$ cat src/rtl/register_bank.sv
// rtl/register_bank.sv - CPU register file with aliased PC, flags and registered read ports.
// Optional REG_BYPASS_EN: same-edge write/MOV/PC forwarding to the read ports.
module register_bank #(
  parameter int RegisterSize      = 32,
  parameter int AmountOfRegisters = 16,
  parameter int PCIndex           = 15,
  parameter int PCStep            = 4
) (
  input  logic                    clk,
  input  logic                    reset,
  input  logic [3:0]              readRegister,
  output logic [RegisterSize-1:0] readValue,
  input  logic [3:0]              readRegisterB,
  output logic [RegisterSize-1:0] readValueB,
  input  logic                    writeEnable,
  input  logic [3:0]              writeRegister,
  input  logic [RegisterSize-1:0] writeValue,
  input  logic                    movEnable,
  input  logic [3:0]              MOVRegisterOrigin,
  input  logic [3:0]              MOVRegisterDestiny,
  input  logic                    pcIncrement,
  input  logic                    pcLoad,
  input  logic [RegisterSize-1:0] pcValue,
  output logic [RegisterSize-1:0] PC_Read,
  input  logic                    flagsWrite,
  input  logic [3:0]              flagsIn,
  output logic [3:0]              Flags
);

  localparam logic [3:0] PcIdx = 4'(PCIndex);

  logic [RegisterSize-1:0] regs_q [AmountOfRegisters];
  logic [RegisterSize-1:0] regs_d [AmountOfRegisters];
  logic [RegisterSize-1:0] pc_q, pc_d;
  logic [3:0]              flags_q, flags_d;
  logic [RegisterSize-1:0] read_a_q, read_a_d;
  logic [RegisterSize-1:0] read_b_q, read_b_d;

  logic                    wr_in_range, mov_dst_in_range, mov_org_in_range;
  logic                    rd_a_in_range, rd_b_in_range;
  logic                    wr_gpr, mov_gpr, wr_pc, mov_pc;
  logic [RegisterSize-1:0] mov_src;

  always_comb begin
    wr_in_range      = int'(writeRegister) < AmountOfRegisters;
    mov_dst_in_range = int'(MOVRegisterDestiny) < AmountOfRegisters;
    mov_org_in_range = int'(MOVRegisterOrigin) < AmountOfRegisters;
    rd_a_in_range    = int'(readRegister) < AmountOfRegisters;
    rd_b_in_range    = int'(readRegisterB) < AmountOfRegisters;
  end

  // MOV always sources the pre-edge state, so a same-edge write never leaks into it.
  always_comb begin
    mov_src = '0;
    if (MOVRegisterOrigin == PcIdx) begin
      mov_src = pc_q;
    end else if (mov_org_in_range) begin
      mov_src = regs_q[MOVRegisterOrigin];
    end
  end

  always_comb begin
    wr_pc   = writeEnable && (writeRegister == PcIdx);
    mov_pc  = movEnable && (MOVRegisterDestiny == PcIdx)
              && !(writeEnable && (writeRegister == MOVRegisterDestiny));
    wr_gpr  = writeEnable && (writeRegister != PcIdx) && wr_in_range;
    mov_gpr = movEnable && (MOVRegisterDestiny != PcIdx) && mov_dst_in_range
              && !(writeEnable && (writeRegister == MOVRegisterDestiny));
  end

  always_comb begin
    for (int i = 0; i < AmountOfRegisters; i++) begin
      regs_d[i] = regs_q[i];
    end
    if (mov_gpr) begin
      regs_d[MOVRegisterDestiny] = mov_src;
    end
    if (wr_gpr) begin
      regs_d[writeRegister] = writeValue;
    end
  end

  always_comb begin
    pc_d = pc_q;
    if (pcLoad) begin
      pc_d = pcValue;
    end else if (wr_pc) begin
      pc_d = writeValue;
    end else if (mov_pc) begin
      pc_d = mov_src;
    end else if (pcIncrement) begin
      pc_d = pc_q + RegisterSize'(PCStep);
    end
  end

  always_comb begin
    flags_d = flags_q;
    if (flagsWrite) begin
      flags_d = flagsIn;
    end
  end

`ifdef REG_BYPASS_EN
  // Forward the post-edge state so a same-edge update is visible immediately.
  always_comb begin
    read_a_d = '0;
    read_b_d = '0;
    if (readRegister == PcIdx) begin
      read_a_d = pc_d;
    end else if (rd_a_in_range) begin
      read_a_d = regs_d[readRegister];
    end
    if (readRegisterB == PcIdx) begin
      read_b_d = pc_d;
    end else if (rd_b_in_range) begin
      read_b_d = regs_d[readRegisterB];
    end
  end
`else
  always_comb begin
    read_a_d = '0;
    read_b_d = '0;
    if (readRegister == PcIdx) begin
      read_a_d = pc_q;
    end else if (rd_a_in_range) begin
      read_a_d = regs_q[readRegister];
    end
    if (readRegisterB == PcIdx) begin
      read_b_d = pc_q;
    end else if (rd_b_in_range) begin
      read_b_d = regs_q[readRegisterB];
    end
  end
`endif

  always_ff @(posedge clk or negedge reset) begin
    if (!reset) begin
      for (int i = 0; i < AmountOfRegisters; i++) begin
        regs_q[i] <= '0;
      end
      pc_q     <= '0;
      flags_q  <= '0;
      read_a_q <= '0;
      read_b_q <= '0;
    end else begin
      for (int i = 0; i < AmountOfRegisters; i++) begin
        regs_q[i] <= regs_d[i];
      end
      pc_q     <= pc_d;
      flags_q  <= flags_d;
      read_a_q <= read_a_d;
      read_b_q <= read_b_d;
    end
  end

  assign readValue  = read_a_q;
  assign readValueB = read_b_q;
  assign PC_Read    = pc_q;
  assign Flags      = flags_q;

endmodule

$ cat config.mk
export PLATFORM = sky130hd
export DESIGN_NAME = register_bank
export DESIGN_NICKNAME = d
export VERILOG_FILES = /design/src/rtl/register_bank.sv
export SDC_FILE = /design/constraint.sdc
export NUM_CORES = 2
export LEC_CHECK = 0
export CAP_MARGIN = 20
export CORE_ASPECT_RATIO = 1.25
export CORE_MARGIN = 2
export CORE_UTILIZATION = 56
export CTS_BUF_LIST = sky130_fd_sc_hd__clkbuf_8 sky130_fd_sc_hd__clkbuf_16
export CTS_CLUSTER_DIAMETER = 150
export CTS_CLUSTER_SIZE = 8
export DETAILED_ROUTE_END_ITERATION = 16
export PLACE_DENSITY = 0.83
export SLEW_MARGIN = 15
export SYNTH_ARGS = -nofsm -noshare
export SYNTH_HDL_FRONTEND = slang
export SYNTH_SLANG_ARGS = --single-unit
$ cat constraint.sdc
create_clock -name clk -period 2.1 [get_ports clk]
set_clock_uncertainty 0.1 [all_clocks]
set_input_delay 0.315 -clock clk [delete_from_list [all_inputs] [get_ports clk]]
set_output_delay 0.315 -clock clk [all_outputs]
set_load 0.03 [all_outputs]
==> flow_summary.json <==
{
  "hold_path_class": "in -> reg",
  "rsz0062_at_grt": "yes",
  "synth-main-ff-cell": "dfrtp_1",
  "min_path_cells": 3,
  "path_max_fanout": 16,
  "drt-initial-drc-count": 6791,
  "maxSlewHeadroom_pct": 46.8,
  "io_pins": 195,
  "grt_max_degree": 77,
  "grt_pass1_wl_um": 249000,
  "syn-cell-area_um2": 38700,
  "worst_slew_pin_slew_ns": 0.795,
  "cts.path.max_buffers": 3,
  "cts-root-buf": "clkbuf_16",
  "synth_nets": 3871,
  "failed_checks": "setup timing",
  "dr.pass1.iters": 10,
  "final_hold_viol_count": 0,
  "fin_hold_ws_ns": 0.0298,
  "num_vias": 39200,
  "leakagePower_nw": 19.2,
  "final_util_pct": 72.1,
  "rows": 107,
  "final_common_cell": "nand2_1",
  "tns_ns": -0.316,
  "crit-reg2reg-launch": "PC_Read[3]",
  "wl_per_cell_um": 33.2,
  "finalWorstSetupSlack_ns": -0.0611,
  "yosysWarnings": 0,
  "antenna_left": 0,
  "worstSetupPathType": "in -> reg",
  "synth_area_per_cell_um2": 10.3,
  "vias_per_cell": 7.63,
  "fmax_mhz": 463,
  "clk_latency_ns": 0.68,
  "antenna_found_initial": 11,
  "ir_worst_vdd_mv": 0.746,
  "synth_cell_type_count": 77,
  "dp_cells": 5021,
  "place_congestion": 1.02,
  "layout-drive-gt1-share_pct": 29.5,
  "outcome": "finished with violations",
  "synthToLayoutAreaGrowth_pct": 27.0,
  "fin_nets": 4342,
  "period_needed_ns": 2.16,
  "ys_ff_latch": 580,
  "cts_tree": "yes",
  "reg2reg_depth": 7,
  "grt_pass1_vias": 39000,
  "h-tree-depth": 3,
  "wirelength_um": 170000,
  "die_x_um": 239,
  "finalCritPeriodShare_pct": 103,
  "drv_cap": 0,
  "cp.arrival_ns": 2.63,
  "die_h_um": 298,
  "overflow": 0,
  "min_from": "pcLoad",
  "required_ns": 2.57,
  "worstSetupEndpointType": "flop",
  "stdcell_count": 5136,
  "power.density_nw_per_um2": 976,
  "dp_hpwl_um": 112000,
  "r2r_setup_slack_ns": -0.06,
  "synth_edf_count": 0,
  "slowest_delay_ns": 0.57,
  "hold_end": "PC_Read[1]",
  "io_buffers": 194,
  "synthCells": 3775,
  "ys_seq_area_share_pct": 37.5,
  "grt_use_total_pct": 47.8,
  "drv_slew": 0,
  "async_flop_share_pct": 100,
  "coreArea_um2": 68300,
  "clk_pin_slew_ns": 0.05,
  "rr_endpoint": "PC_Read[3]",
  "final-setup-viol-count": 15,
  "initial_core_util_pct": 56.7,
  "crit_slowest_cell": "clkdlybuf4s50_1",
  "crit_chain": "clkdlybuf4s50_1, xnor2_1, and2_2, buf_12, nand2_1, nand2b_1, buf_12, nand2_1, a31oi_1",
  "mostFrequentLayoutCells": "nand2_1, dfrtp_1, buf_4",
  "dieArea_um2": 71300,
  "cts_buffers": 82,
  "drc": 0,
  "startpoint_type": "input pin",
  "cts_sinks": 580
}
## worst max-delay path by stage
stage                             end  slack (ns)             startpoint  cells past startpoint
after floorplan           PC_Read[20]       -0.06             PC_Read[8]                      7
final                     regs_q[459]       -0.06       writeRegister[1]                      9
after global routing       PC_Read[3]       -0.12             PC_Read[3]                      7
after global placement    PC_Read[17]       -0.61       writeRegister[0]                     10
after detailed placement  PC_Read[23]       -0.61  MOVRegisterDestiny[3]                     11
after CTS                  PC_Read[3]       -0.05             PC_Read[3]                      7
## power by group
part | leakage [nW] | switching, mW | internal (mW)
Combinational | 11.0 | 8.68 | 9.08
Sequential | 7.13 | 3.41 | 14.4
Clock | 1.11 | 5.21 | 7.22
Total | 19.2 | 17.3 | 30.7
## worst max-delay path, delay by kind of cell
kind                      cells  cell delay (ns)
xor gates and xnor gates      1             0.29
and+or+nand+nor               4             0.74
AOI/OAI and AO/OA             1             0.24
buffers and inverters         3             1.03
## kinds of logic (layout without fill, tap and decap cells)
group                      after synthesis  in the layout  share of synthesized area, %
AOI/OAI and AO/OA                     1052           1052                          16.4
and+or+nand+nor                        930            930                          10.1
muxes                                  757            757                          30.6
DFF                                    580            580                          37.5
buffers and inverters                  433            914                          4.91
xor gates and xnor gates                22             22                         0.497
adders and majority gates                1              1                        0.0323
other                                    0              8                             0
## sequential cells by signal, indices dropped and copies added (netlist names)
name and count:
Flags 4, PC_Read 32, readValue 32, readValueB 32, regs_q 480
## per-stage QoR
stage          area (um2)  total power, mW  setup slack, ns
6_report            49200             48.0          -0.0611
5_1_grt             49200             49.3           -0.116
4_1_cts             48800             46.8          -0.0479
3_5_place_dp        46500             34.4           -0.614
3_3_place_gp        46500             33.6           -0.613
2_1_floorplan       39000             27.4          -0.0579
## metal layers
metal,global-route usage (%),wire length (um)
met5,0,97
met4,45.1,20100
met3,20.3,28600
met2,64.8,69500
met1,56.5,52200
## cell usage after synthesis, types with 12 or more instances
master	n	area, um2
a21oi_1	52	260
a221oi_1	13	114
a22oi_1	38	285
a31oi_1	73	457
and2_1	25	156
buf_1	27	101
buf_2	118	591
buf_4	22	165
clkbuf_1	246	923
dfrtp_1	580	14500
inv_1	12	45.0
mux2_2	67	754
mux2i_1	351	3510
mux4_2	336	7570
nand2_1	641	2410
nand2b_1	12	75.1
nand3_1	63	315
nand4_1	13	81.3
nor2_1	112	420
nor2b_1	15	93.8
nor3_1	12	60.1
o211ai_1	37	278
o21a_1	67	503
o21ai_0	160	801
o21ai_1	451	2260
o21ai_2	15	131
o221a_1	14	158
o221ai_1	18	158
o22a_1	31	272
o22ai_1	41	257
xnor2_1	18	158
## what timing repair did
action                                 in CTS  in global routing
setup endpoints to repair                  63                172
endpoints found under the hold margin     513                  0
buffers inserted                            1                  9
gates cloned                                0                  3
resized for setup                          61                 77
hold buffers                                1                  0
pin swaps                                   0                 14
## final cells by class
cell class	count	area, um2
clock inverters	9	106
well taps	872	1090
diodes	8	20.0
repair buffers	807	8360
fillers	4415	19100
flip-flops and latches	580	14500
inverters	13	48.8
clock buffers	85	2130
multi-input cells	2762	22900
No activity file was read; power rests on OpenSTA's default activity.
